File: src/rtl/adder_pkg.sv
// Shared definitions for the pipelined add/subtract unit.
// Holds the default width/depth and the configuration legality check used at elaboration.
package adder_pkg;

  localparam int unsigned DEF_WIDTH  = 16;
  localparam int unsigned DEF_STAGES = 4;

  // True when STAGES evenly splits WIDTH and 1 <= STAGES <= WIDTH.
  function automatic bit cfg_ok(input int unsigned width, input int unsigned stages);
    if (stages < 1) return 1'b0;
    if (stages > width) return 1'b0;
    return (width % stages) == 0;
  endfunction

endpackage

File: src/rtl/adder_slice.sv
// One registered SW-bit slice of the pipelined adder.
// Ports:
//   clk, rst_n  clock, asynchronous active-low reset
//   en          advance enable; the slice holds its result when low
//   a_sl, b_sl  operand slices (b_sl already inverted for subtract)
//   ci          carry into the slice LSB
//   s_sl        registered slice sum
//   co          registered carry out of the slice MSB
//   c_msb_in    registered carry into the slice MSB (feeds signed overflow)
module adder_slice #(
  parameter int unsigned SW = 4
) (
  input  logic          clk,
  input  logic          rst_n,
  input  logic          en,
  input  logic [SW-1:0] a_sl,
  input  logic [SW-1:0] b_sl,
  input  logic          ci,
  output logic [SW-1:0] s_sl,
  output logic          co,
  output logic          c_msb_in
);

  logic [SW:0] total;
  logic        msb_carry;

  assign total = {1'b0, a_sl} + {1'b0, b_sl} + {{SW{1'b0}}, ci};

  // The top sum bit is a^b^carry_in, so the carry into the MSB falls out by XOR.
  assign msb_carry = total[SW-1] ^ a_sl[SW-1] ^ b_sl[SW-1];

  always_ff @(posedge clk or negedge rst_n) begin
    if (!rst_n) begin
      s_sl     <= '0;
      co       <= 1'b0;
      c_msb_in <= 1'b0;
    end else if (en) begin
      s_sl     <= total[SW-1:0];
      co       <= total[SW];
      c_msb_in <= msb_carry;
    end
  end

endmodule

File: src/rtl/pipelined_adder.sv
// Pipelined two-operand add/subtract unit with valid/ready handshake on both sides.
// The WIDTH-bit add is split into STAGES registered slices; the carry ripples one slice per cycle.
// Ports:
//   clk, rst_n            clock, asynchronous active-low reset
//   in_valid, in_ready    input handshake (in_ready is combinational from pipeline state)
//   a, b, cin, sub        operands; sub=1 computes a-b as a+~b+1 and ignores cin
//   out_valid, out_ready  output handshake
//   sum, cout, ovf        registered result, carry out of MSB, signed overflow
module pipelined_adder
  import adder_pkg::*;
#(
  parameter int unsigned WIDTH  = DEF_WIDTH,
  parameter int unsigned STAGES = DEF_STAGES
) (
  input  logic             clk,
  input  logic             rst_n,
  input  logic             in_valid,
  output logic             in_ready,
  input  logic [WIDTH-1:0] a,
  input  logic [WIDTH-1:0] b,
  input  logic             cin,
  input  logic             sub,
  output logic             out_valid,
  input  logic             out_ready,
  output logic [WIDTH-1:0] sum,
  output logic             cout,
  output logic             ovf
);

  localparam int unsigned SW = WIDTH / STAGES;

  if (!cfg_ok(WIDTH, STAGES)) begin : g_cfg_err
    $error("pipelined_adder: need 1 <= STAGES <= WIDTH and WIDTH divisible by STAGES");
  end

  logic adv;

  // Per-stage word: finished result slices below the active slice, operand A above it.
  logic [WIDTH-1:0]  word_in  [STAGES];
  logic [WIDTH-1:0]  word_out [STAGES];
  logic [WIDTH-1:0]  bp_in    [STAGES];
  logic [WIDTH-1:0]  bp_q     [STAGES];
  logic [STAGES-1:0] c_in;
  logic [STAGES-1:0] c_out;
  logic [STAGES-1:0] c_msb;
  logic [STAGES-1:0] v_in;
  logic [STAGES-1:0] v_q;

  // The whole pipe moves together; a full pipe stalls every stage, bubbles are not squeezed.
  assign adv      = out_ready | ~v_q[STAGES-1];
  assign in_ready = adv;

  for (genvar k = 0; k < STAGES; k++) begin : g_stage
    localparam int unsigned      LO         = k * SW;
    localparam logic [WIDTH-1:0] SLICE_MASK = WIDTH'({SW{1'b1}}) << LO;

    logic [WIDTH-1:0] pass_q;
    logic [WIDTH-1:0] bp_r;
    logic             valid_r;
    logic [SW-1:0]    s_sl;

    if (k == 0) begin : g_first
      assign word_in[k] = a;
      assign bp_in[k]   = sub ? ~b : b;
      assign c_in[k]    = sub | cin;
      assign v_in[k]    = in_valid;
    end else begin : g_next
      assign word_in[k] = word_out[k-1];
      assign bp_in[k]   = bp_q[k-1];
      assign c_in[k]    = c_out[k-1];
      assign v_in[k]    = v_q[k-1];
    end

    adder_slice #(
      .SW(SW)
    ) u_slice (
      .clk      (clk),
      .rst_n    (rst_n),
      .en       (adv),
      .a_sl     (word_in[k][LO +: SW]),
      .b_sl     (bp_in[k][LO +: SW]),
      .ci       (c_in[k]),
      .s_sl     (s_sl),
      .co       (c_out[k]),
      .c_msb_in (c_msb[k])
    );

    always_ff @(posedge clk or negedge rst_n) begin
      if (!rst_n) begin
        valid_r <= 1'b0;
        pass_q  <= '0;
        bp_r    <= '0;
      end else if (adv) begin
        valid_r <= v_in[k];
        pass_q  <= word_in[k];
        bp_r    <= bp_in[k];
      end
    end

    assign v_q[k]      = valid_r;
    assign bp_q[k]     = bp_r;
    assign word_out[k] = (pass_q & ~SLICE_MASK) | (WIDTH'(s_sl) << LO);
  end

  assign out_valid = v_q[STAGES-1];
  assign sum       = word_out[STAGES-1];
  assign cout      = c_out[STAGES-1];
  assign ovf       = c_out[STAGES-1] ^ c_msb[STAGES-1];

  // Last-stage B' and the inner MSB carries have no consumer.
  logic unused_tail;
  assign unused_tail = ^{bp_q[STAGES-1], c_msb};

endmodule

File: config.mk
export PLATFORM = sky130hd
export DESIGN_NAME = pipelined_adder
export DESIGN_NICKNAME = d
export VERILOG_FILES = /design/src/rtl/adder_pkg.sv /design/src/rtl/adder_slice.sv /design/src/rtl/pipelined_adder.sv
export SDC_FILE = /design/constraint.sdc
export NUM_CORES = 1
export LEC_CHECK = 0
export CELL_PAD_IN_SITES_DETAIL_PLACEMENT = 0
export CELL_PAD_IN_SITES_GLOBAL_PLACEMENT = 1
export CORE_ASPECT_RATIO = 1.4
export CORE_UTILIZATION = 46
export DETAILED_ROUTE_END_ITERATION = 8
export GPL_TIMING_DRIVEN = 1
export PLACE_DENSITY_LB_ADDON = 0.1
export SLEW_MARGIN = 20
export SYNTH_ARGS = -nofsm -noshare
export SYNTH_HDL_FRONTEND = slang
export SYNTH_HIERARCHICAL = 1
export SYNTH_SLANG_ARGS = --single-unit
File: constraint.sdc
create_clock -name clk -period 2.05 [get_ports clk]
set_input_delay 0.3075 -clock clk [delete_from_list [all_inputs] [get_ports clk]]
set_output_delay 0.3075 -clock clk [all_outputs]
set_load 0.02 [all_outputs]
Yosys cells after proc, flatten, opt, wreduce, memory -nomap -nowiden
Cells that the tools add are included.
- multiplexer cells: 1
- bitwise logic cells: 11
- add/sub/neg operators: 8
- operators with widths (operator ; count):
    adder 4 x 4 -> 5 bit ; 4
    adder 5 x 1 -> 5 bit ; 4
    two-way mux 16 bit ; 1
    NOT 16 bit ; 1
    bitwise OR 12 x 16 -> 16 bit ; 1
    bitwise OR 16 x 12 -> 16 bit ; 1
    bitwise OR 16 x 4 -> 16 bit ; 1
    bitwise OR 16 x 8 -> 16 bit ; 1
    XOR 1 bit ; 3
    bitwise OR 1 bit ; 2
    NOT 1 bit ; 1
- output and inout port bits: 20
- input bits: 38
- register bits: 133
- logic and storage cells: 40

Longest topological paths before layout
- word-level depth: 5
- depth in mapped cells: 10
- depth with buffers taken out: 8

Modules after synthesis
Netlist, hierarchy kept.
- modules (own cells, without submodules) (module ; times used ; cells each ; seq. area each (um2) ; area an instance (um2)):
    pipelined_adder ; 1 ; 182 ; 1901.8 ; 3115.5
    adder_slice ; 4 ; 34 ; 150.1 ; 400.4

Least setup slack after synthesis
Ideal clock, no wire load.
- path kind: input-to-reg
- start point: input port sub
- end point: register g_stage[0].u_slice.s_sl[3]
- stages: 8
- data arrival time: 2019 ps
- path buffers: 2
- required time: 1925 ps
- setup time: 125 ps
- slack: -94 ps
- path through: buf_2 buf_4 or2_2 fa_1 a21o_1 a21oi_2 xnor2_1 mux2_4
- elaborated cells on any way between the ends: 4
- classes of those cells: add/sub: 2; mux: 1; bitwise: 1
- RTL lines (element ; line ; source):
    start: declaration ; pipelined_adder.sv:22 ; input logic sub,
    bitwise OR 1 bit ; pipelined_adder.sv:65 ; assign c_in[k] = sub | cin;
    named net c_in[0] ; pipelined_adder.sv:43 ; logic [STAGES-1:0] c_in;
    adder 5 x 1 -> 5 bit ; adder_slice.sv:27 ; assign total = {1'b0, a_sl} + {1'b0, b_sl} + {{SW{1'b0}}, ci};
    end signal: assignment ; adder_slice.sv:38 ; s_sl <= total[SW-1:0];
    end: declaration ; adder_slice.sv:19 ; output logic [SW-1:0] s_sl,
The timed path passes the listed nets, and every way through them passes these cells.
A chain may end at the register's enable or synchronous reset.

Worst setup path in the final report
- start point: input port cin
- end point: register g_stage[0].u_slice.co
- cells in the longest elaborated chain, start to end: 2
- ends and longest elaborated chain (element ; line ; source):
    start: declaration ; pipelined_adder.sv:21 ; input logic cin,
    bitwise OR 1 bit ; pipelined_adder.sv:65 ;
    named net c_in[0] ; pipelined_adder.sv:43 ;
    adder 5 x 1 -> 5 bit ; adder_slice.sv:27 ;
    end signal: assignment ; adder_slice.sv:39 ; co <= total[SW];
    end: declaration ; adder_slice.sv:20 ; output logic co,
The timed path passes the listed nets, and every way through them passes these cells.

==> results.cfg <==
[run_status]
status = finished, final reports clean

[synthesis]
synth_cells = 300
avgSynthCellArea_um2 = 15.07
syn_nets = 358
yosysWarnings = 6
synth_area_um2 = 4522

[floorplan]
initial_core_util_pct = 47.54
dieArea_um2 = 10240
ios = 58
dieWidth_um = 85.80
rows = 42
die_h_um = 119.3
coreArea_um2 = 9512

[placed_design]
place_hpwl_mm = 4.537
io_buffer_count = 57
globalplace.congestion = 0.7103

[cts]
htreeDepth = 3
cts_tree = built
clock_latency_ns = 0.34
post-cts-setup-buffers = 0
cts_root_buffer = clkbuf_16
numCtsBuffers = 9
ctsLongestPathBuffers = 2
path_clk_slew_ns = 0.06
clock_sinks = 97

[pwr]
p_leak_nw = 2.560
total_power_w = 0.008558
p_sw_w = 0.002559
ir_drop_v = 0.0009023
power.density_nw_per_um2 = 1547
seq_power_share_pct = 38.4
clkPwrFrac_pct = 19.9
pwr-share-comb_pct = 41.7
p_int_w = 0.005999
swShare_pct = 29.90

[sta]
hold_violations = 0
period_needed_ns = 1.853
slew_headroom_pct = 64.01
setup_viol = 0
clock-skew-final_ns = 0.005035
rsz0062_at_grt = no
hold_ws_ns = 0.4574
max_freq_ghz = 0.5397
slew_viol_final = 0
setup_tns_ns = 0
period_share_pct = 90.39
worst_slew_pin_slew_ns = 0.5399

[global_routing]
gr-total-overflow = 0
grt_use_total_pct = 15.38
grt_pass1_vias = 2483
grt_max_degree = 58
antenna_found_initial = 0
grt_pass1_wl_mm = 11.99

[cells_and_area]
fin_nets = 418
fin_util_pct = 58.14
drive_above_1_share_pct = 31.78
area_growth_pct = 22.30
n_antenna_cell = 0

[worst_setup_path]
cp-start-kind = input port
path_max_fanout = 2
critical_path_class = input port to register
endpoint_kind = register
crit_required_ns = 2.26
rrSetupSlack_ns = 0.32
arrival_ns = 2.06

[routing]
wl_met1_mm = 3.024
vias = 2371
dr_wl_met3_um = 257
drt-initial-drc-count = 122
top_layer = met4
firstDrtPassIters = 4
route.detailed.drc = 0
wirelength_mm = 6.614
vias_per_cell = 4.771
wl_per_cell_um = 13.31
dr_wl_met2_mm = 3.191
antenna_left = 0

[job]
cap_violations = 0

[hold_path]
hp-class = register to register
-- path summary, 6_finish.rpt --
kind                                      start               endpoint  cells after the start
setup / recovery                            cin  g_stage[0].u_slice/co                      9
hold / removal               g_stage[2].valid_r              out_valid                      1
setup reg to reg           g_stage[0].pass_q[4]  g_stage[1].u_slice/co                      7
hold reg to reg              g_stage[2].valid_r              out_valid                      1
max in group asynchronous                 rst_n   g_stage[1].pass_q[0]                      3
min in group asynchronous                 rst_n  g_stage[0].pass_q[10]                      2
-- repair_timing --
action	4_1_cts	5_1_grt
endpoints found under the setup margin	0	2
resized for setup	0	1
hold endpoints to repair	40	0
hold buffers	1	0
-- area by class of cell --
type                       count  area [µm²]
inverter                      21       78.83
fill                         805        3981
clock buffer                  14       274.0
timing repair buffer          64       663.1
sequential                    97        2427
multi-input combinational    167        1887
tap                          132       165.2
clock inverter                 2       35.03
-- power groups by stage --
stage          clock, W  sequential, W  combinational (W)
2_1_floorplan         0        0.00342            0.00260
3_3_place_gp          0        0.00330            0.00353
3_5_place_dp          0        0.00334            0.00361
4_1_cts         0.00176        0.00331            0.00363
5_1_grt         0.00184        0.00341            0.00397
6_report        0.00171        0.00329            0.00357
-- through the flow --
stage          cell area [µm²]  std cells  setup WS, ns
2_1_floorplan             4533        300       0.03394
3_3_place_gp              5209        480       -0.2694
3_5_place_dp              5209        480       -0.3163
4_1_cts                   5528        497       0.02745
5_1_grt                   5530        497        0.1055
6_report                  5530        497        0.1971
-- critical path: stages --
cell and delay, ns:
clkdlybuf4s50_1 0.40, or2_2 0.28, fa_2 0.35, inv_1 0.08
fa_2 0.21, inv_1 0.05, a21o_1 0.18, a21oi_1 0.14
a21oi_1 0.08
-- layer usage --
layer  global-route usage, %  up-vias
li1                        -     1128
met1                   20.27     1185
met2                   23.70       47
met3                   3.742       11
met4                   7.500        0
met5                       0        -
-- placed cells by master, fill, tap and decap left out --
master	instances
nor2_1	4
dfrtp_1	97
xor2_1	18
clkbuf_1	2
mux2_4	32
bufinv_16	1
dlymetal6s2s_1	1
xnor2_1	10
a21oi_1	8
ha_1	12
nand2b_1	1
fa_1	6
a21o_1	8
a21oi_2	4
mux2i_1	5
clkdlybuf4s50_1	55
or2_2	1
fa_2	2
clkbuf_8	3
nand2b_4	1
clkbuf_16	9
mux2_2	55
buf_4	4
inv_1	21
buf_12	3
dlygate4sd3_1	1
clkinv_2	1
-- sequential cells by signal, indices dropped and copies added, names as in the netlist --
register / cells
g_stage.bp_r: 24
g_stage.valid_r: 3
g_stage.u_slice/c_msb_in: 1
g_stage.u_slice/co: 4
g_stage.pass_q: 48
g_stage.u_slice/s_sl: 16
out_valid: 1
Note: power is estimated with default switching activity, not from simulation.
